<file path="config.mk">
export PLATFORM = sky130hd
export DESIGN_NAME = reg_bank_16x32
export DESIGN_NICKNAME = d
export VERILOG_FILES = /design/src/rtl/reg_bank_16x32_pkg.sv /design/src/rtl/reg_scoreboard.sv /design/src/rtl/reg_bank_16x32.sv
export SDC_FILE = /design/constraint.sdc
export NUM_CORES = 1
export LEC_CHECK = 0
export ABC_AREA = 1
export BUFFER_PORTS_ARGS = -buffer_cell sky130_fd_sc_hd__buf_4
export CAP_MARGIN = 20
export CORE_AREA = 2 2 226 228
export DETAILED_ROUTE_END_ITERATION = 6
export DIE_AREA = 0 0 228 230
export PLACE_DENSITY_LB_ADDON = 0.2
export SLEW_MARGIN = 10
export SYNTH_ARGS = -nofsm -noshare
export SYNTH_HDL_FRONTEND = slang
export SYNTH_SLANG_ARGS = --single-unit
</file>
<file path="constraint.sdc">
create_clock -name clk -period 4.3 [get_ports clk]
set_input_delay 0.43 -clock clk [delete_from_list [all_inputs] [get_ports clk]]
set_output_delay 0.43 -clock clk [all_outputs]
set_load 0.005 [all_outputs]
</file>
<file path="src/rtl/reg_bank_16x32_pkg.sv">
// Shared types and constants for the architectural register bank, its read mux and decode.
package reg_bank_16x32_pkg;

   localparam int REG_WIDTH  = 32;
   localparam int REG_COUNT  = 16;
   localparam int REG_ADDR_W = 4;

   typedef logic [REG_ADDR_W-1:0] reg_addr_t;
   typedef logic [REG_WIDTH-1:0]  reg_word_t;

   // With a hardwired zero register, address 0 is neither written nor tracked.
   function automatic logic is_tracked(input reg_addr_t addr, input bit zero_r0);
      return !zero_r0 || (addr != '0);
   endfunction

endpackage

</file>
<file path="src/rtl/reg_scoreboard.sv">
// Per-register pending-write scoreboard: issue marks a destination busy, writeback retires it.
module reg_scoreboard
   import reg_bank_16x32_pkg::*;
#(
   parameter int NREGS   = REG_COUNT,
   parameter bit ZERO_R0 = 1'b1
) (
   input  logic                  clk,
   input  logic                  rst,
   input  logic                  iss_en,
   input  logic [REG_ADDR_W-1:0] iss_addr,
   input  logic                  wr_en,
   input  logic [REG_ADDR_W-1:0] wr_addr,
   input  logic [REG_ADDR_W-1:0] chk_sel,
   output logic [NREGS-1:0]      pending,
   output logic                  chk_busy,
   output logic                  wb_err
);

   logic [NREGS-1:0] pending_nxt;
   logic             wb_err_nxt;

   // NOTE: every always_comb output gets a default first, so no path can infer a latch.
   always_comb begin
      pending_nxt = pending;
      wb_err_nxt  = wb_err;
      if (wr_en && is_tracked(wr_addr, ZERO_R0)) begin
         pending_nxt[wr_addr] = 1'b0;
         if (!pending[wr_addr])
            wb_err_nxt = 1'b1;
      end
      // Applied last so a same-cycle issue beats the retiring writeback.
      if (iss_en && is_tracked(iss_addr, ZERO_R0))
         pending_nxt[iss_addr] = 1'b1;
   end

   // NOTE: sequential state uses non-blocking assignments so all flops update from pre-edge values.
   always_ff @(posedge clk) begin
      if (rst) begin
         pending <= '0;
         wb_err  <= 1'b0;
      end else begin
         pending <= pending_nxt;
         wb_err  <= wb_err_nxt;
      end
   end

   assign chk_busy = pending[chk_sel];

endmodule

</file>
<file path="src/rtl/reg_bank_16x32.sv">
// Sixteen-entry register bank feeding the 16-to-1 read mux, with pending-write scoreboard.
module reg_bank_16x32
   import reg_bank_16x32_pkg::*;
#(
   parameter int WIDTH   = REG_WIDTH,
   parameter int NREGS   = REG_COUNT,
   parameter bit ZERO_R0 = 1'b1
) (
   input  logic                  clk,
   input  logic                  rst,
   input  logic                  wr_en,
   input  logic [REG_ADDR_W-1:0] wr_addr,
   input  logic [WIDTH-1:0]      wr_data,
   input  logic                  iss_en,
   input  logic [REG_ADDR_W-1:0] iss_addr,
   input  logic [REG_ADDR_W-1:0] chk_sel,
   output logic                  chk_busy,
   output logic [NREGS-1:0]      pending,
   output logic                  wb_err,
   output logic [WIDTH-1:0]      q0,
   output logic [WIDTH-1:0]      q1,
   output logic [WIDTH-1:0]      q2,
   output logic [WIDTH-1:0]      q3,
   output logic [WIDTH-1:0]      q4,
   output logic [WIDTH-1:0]      q5,
   output logic [WIDTH-1:0]      q6,
   output logic [WIDTH-1:0]      q7,
   output logic [WIDTH-1:0]      q8,
   output logic [WIDTH-1:0]      q9,
   output logic [WIDTH-1:0]      q10,
   output logic [WIDTH-1:0]      q11,
   output logic [WIDTH-1:0]      q12,
   output logic [WIDTH-1:0]      q13,
   output logic [WIDTH-1:0]      q14,
   output logic [WIDTH-1:0]      q15
);

   logic [WIDTH-1:0] regs [NREGS];

   // NOTE: the array is reset because every q output must read 0 right after reset.
   always_ff @(posedge clk) begin
      if (rst) begin
         for (int i = 0; i < NREGS; i++)
            regs[i] <= '0;
      end else if (wr_en && is_tracked(wr_addr, ZERO_R0)) begin
         regs[wr_addr] <= wr_data;
      end
   end

   reg_scoreboard #(
      .NREGS   (NREGS),
      .ZERO_R0 (ZERO_R0)
   ) u_scoreboard (
      .clk      (clk),
      .rst      (rst),
      .iss_en   (iss_en),
      .iss_addr (iss_addr),
      .wr_en    (wr_en),
      .wr_addr  (wr_addr),
      .chk_sel  (chk_sel),
      .pending  (pending),
      .chk_busy (chk_busy),
      .wb_err   (wb_err)
   );

   assign q0  = ZERO_R0 ? '0 : regs[0];
   assign q1  = regs[1];
   assign q2  = regs[2];
   assign q3  = regs[3];
   assign q4  = regs[4];
   assign q5  = regs[5];
   assign q6  = regs[6];
   assign q7  = regs[7];
   assign q8  = regs[8];
   assign q9  = regs[9];
   assign q10 = regs[10];
   assign q11 = regs[11];
   assign q12 = regs[12];
   assign q13 = regs[13];
   assign q14 = regs[14];
   assign q15 = regs[15];

endmodule

</file>
==> impl_metrics.json <==
{
  "outcome": "complete, no violations",
  "synth-seq-area-share_pct": 81.6,
  "critPathMaxFanout": 33,
  "final_common_cell": "buf_4",
  "drtAntennaViolNets": 0,
  "cts_resized": 0,
  "syn_area_per_cell_um2": 14.0,
  "cpMostUsedCell": "nand2_1",
  "io_buffers": 545,
  "gp_congestion": 0.830,
  "hold_path_class": "in2reg",
  "ios": 578,
  "fin_crit_ns": 2.39,
  "synth_warnings": 0,
  "insertion_delay_ns": 0.58,
  "clock_sinks": 497,
  "cp_slowest_cell": "nand2_2",
  "row_count": 82,
  "required_ns": 4.51,
  "die-area_mm2": 0.0524,
  "clkTransAtPathRegs_ns": 0.06,
  "fin_cells": 2539,
  "post_cts_buffers": 0,
  "grt_util_all_layers_pct": 22.9,
  "regArea_mm2": 0.0148,
  "htreeDepth": 2,
  "fp.coreArea_mm2": 0.0499,
  "ys_ff_latch": 497,
  "vias_per_cell": 4.79,
  "grt_pass1_wl_mm": 86.1,
  "synth_cells": 1296,
  "crit_type": "in2reg",
  "worst_ep_arrival_time_ns": 2.61,
  "ir_worst_vdd_mv": 0.363,
  "drc": 0,
  "fill_cells": 4470,
  "hold_violations": 0,
  "vias": 12200,
  "routed_wl_mm": 61.9,
  "routedWlPerCell_um": 24.4,
  "multiInputGateArea_mm2": 0.00263,
  "cts_tree": "yes",
  "slew_headroom_pct": 29.1,
  "final_util_pct": 48.7,
  "grt_max_degree": 35,
  "die_h_um": 230,
  "crit_family": "simple AND/OR/NAND/NOR gates",
  "drv_slew": 0,
  "nNetsFinal": 1876,
  "setup_viol": 0,
  "final_cell_mix": "buf_4, nor2_1, edfxtp_1",
  "hp-start": "iss_addr[0]",
  "overflow": 0,
  "synth.cell_area_mm2": 0.0181,
  "critPathLaunch": "wr_addr[1]",
  "power_density_mw_per_mm2": 447,
  "clk_path_buf_depth": 3,
  "r2r-start": "u_scoreboard.pending[6]",
  "first_global_vias": 11700,
  "die_w_um": 228,
  "cp-end-kind": "register",
  "dr.first_iter.drc_count": 1012,
  "max_cap_violations": 0,
  "cp_num_buf_inv": 1,
  "fmax_ghz": 0.418,
  "start_util_pct": 36.3,
  "dpl.hpwl_mm": 43.4,
  "design_area_mm2": 0.0243,
  "crit_chain": "buf_4, nor2_4, nand2_1, nand2_1, nor2_1, nand3_2, nand2_2",
  "leakage_nw": 9.94,
  "tns_ns": 0,
  "tightest_slew_ns": 1.06,
  "drtPass1Iterations": 5,
  "place_area_mm2": 0.0227,
  "layout_worst_path_cycle_share_pct": 55.6,
  "ctsHoldBuffers": 0,
  "dp.cells": 2447,
  "worstSetupStartpointType": "input pin",
  "synth_cell_types": 27,
  "antenna_found_initial": 1,
  "slowest_delay_ns": 0.94,
  "syn_to_final_growth_pct": 34.3,
  "skew_ns": 0.00318,
  "numCtsBuffers": 51,
  "root_buffer": "clkbuf_16",
  "drive_above_1_share_pct": 35.3,
  "rsz0062_at_grt": "no"
}
## final timing paths
kind | endpoint | slack [ns] | depth (start not counted)
worst max-delay path | regs[12][5] | 1.91 | 7
worst min-delay path | u_scoreboard.pending[6] | 0.12 | 2
worst max register to register | u_scoreboard.wb_err | 3.19 | 9
worst min register to register | u_scoreboard.wb_err | 0.46 | 2
## per-layer routing
metal,global-route usage [%],share of wire [%]
met1,27.9,39
met2,39.0,50
met3,7.22,8.9
met5,0,0
met4,6.96,2.6
## state kept, by name, summed over array words and instances, names as in the netlist
signal / count
u_scoreboard.wb_err: 1
u_scoreboard.pending: 16
regs: 480
## metrics by stage
step | hold WS, ns | worst slack (ns) | power (W)
final | 0.116 | 1.91 | 0.0109
after global routing | 0.0959 | 1.72 | 0.0112
after CTS | 0.0659 | 1.96 | 0.0109
after detailed placement | 0.447 | 1.33 | 0.00669
after global placement | 0.445 | 1.42 | 0.00668
after floorplan | 0.430 | 1.93 | 0.00601
## cells in the mapped netlist
master / n / share of area (%)
a21oi_1: 8 / 0.22
buf_1: 2 / 0.042
buf_2: 30 / 0.83
buf_4: 35 / 1.5
buf_6: 2 / 0.12
clkbuf_1: 47 / 0.98
clkinv_1: 1 / 0.021
conb_1: 1 / 0.021
dfxtp_1: 17 / 1.9
edfxtp_1: 480 / 80
inv_1: 53 / 1.1
inv_2: 7 / 0.15
nand2_1: 53 / 1.1
nand3_1: 33 / 0.91
nand4_1: 1 / 0.035
nor2_1: 496 / 10
nor2_4: 1 / 0.062
nor3_1: 1 / 0.028
nor3_2: 1 / 0.055
nor3_4: 1 / 0.090
o211ai_1: 3 / 0.12
o21a_1: 1 / 0.042
o21ai_0: 12 / 0.33
o21bai_1: 1 / 0.042
o22ai_1: 7 / 0.24
o32ai_1: 1 / 0.048
o41ai_1: 1 / 0.048
## final cells by class
class / count / area share [%]
Clock inverter: 26 / 0.902
Multi-Input combinational cell: 653 / 10.8
Inverter: 61 / 0.943
Tap cell: 672 / 3.46
Clock buffer: 65 / 5.64
Antenna cell: 1 / 0.0103
Timing Repair Buffer: 564 / 17.4
Sequential cell: 497 / 60.8
## report_power, final
group / internal, W / switching (W) / leakage [nW]
clock network: 0.00243 / 0.00185 / 0.784
registers: 0.00558 / 0.000116 / 4.72
logic: 0.000371 / 0.000503 / 4.43
total: 0.00838 / 0.00247 / 9.94
## cells by family after synthesis
logic type / after synthesis / share of synthesized area [%]
AND/OR/NAND/NOR: 587 / 12.6
flip-flops: 497 / 81.6
buffers and inverters: 177 / 4.69
AO/OA/AOI/OAI: 34 / 1.10
other: 1 / 0.0207
Note: power is estimated with default switching activity, not from simulation.
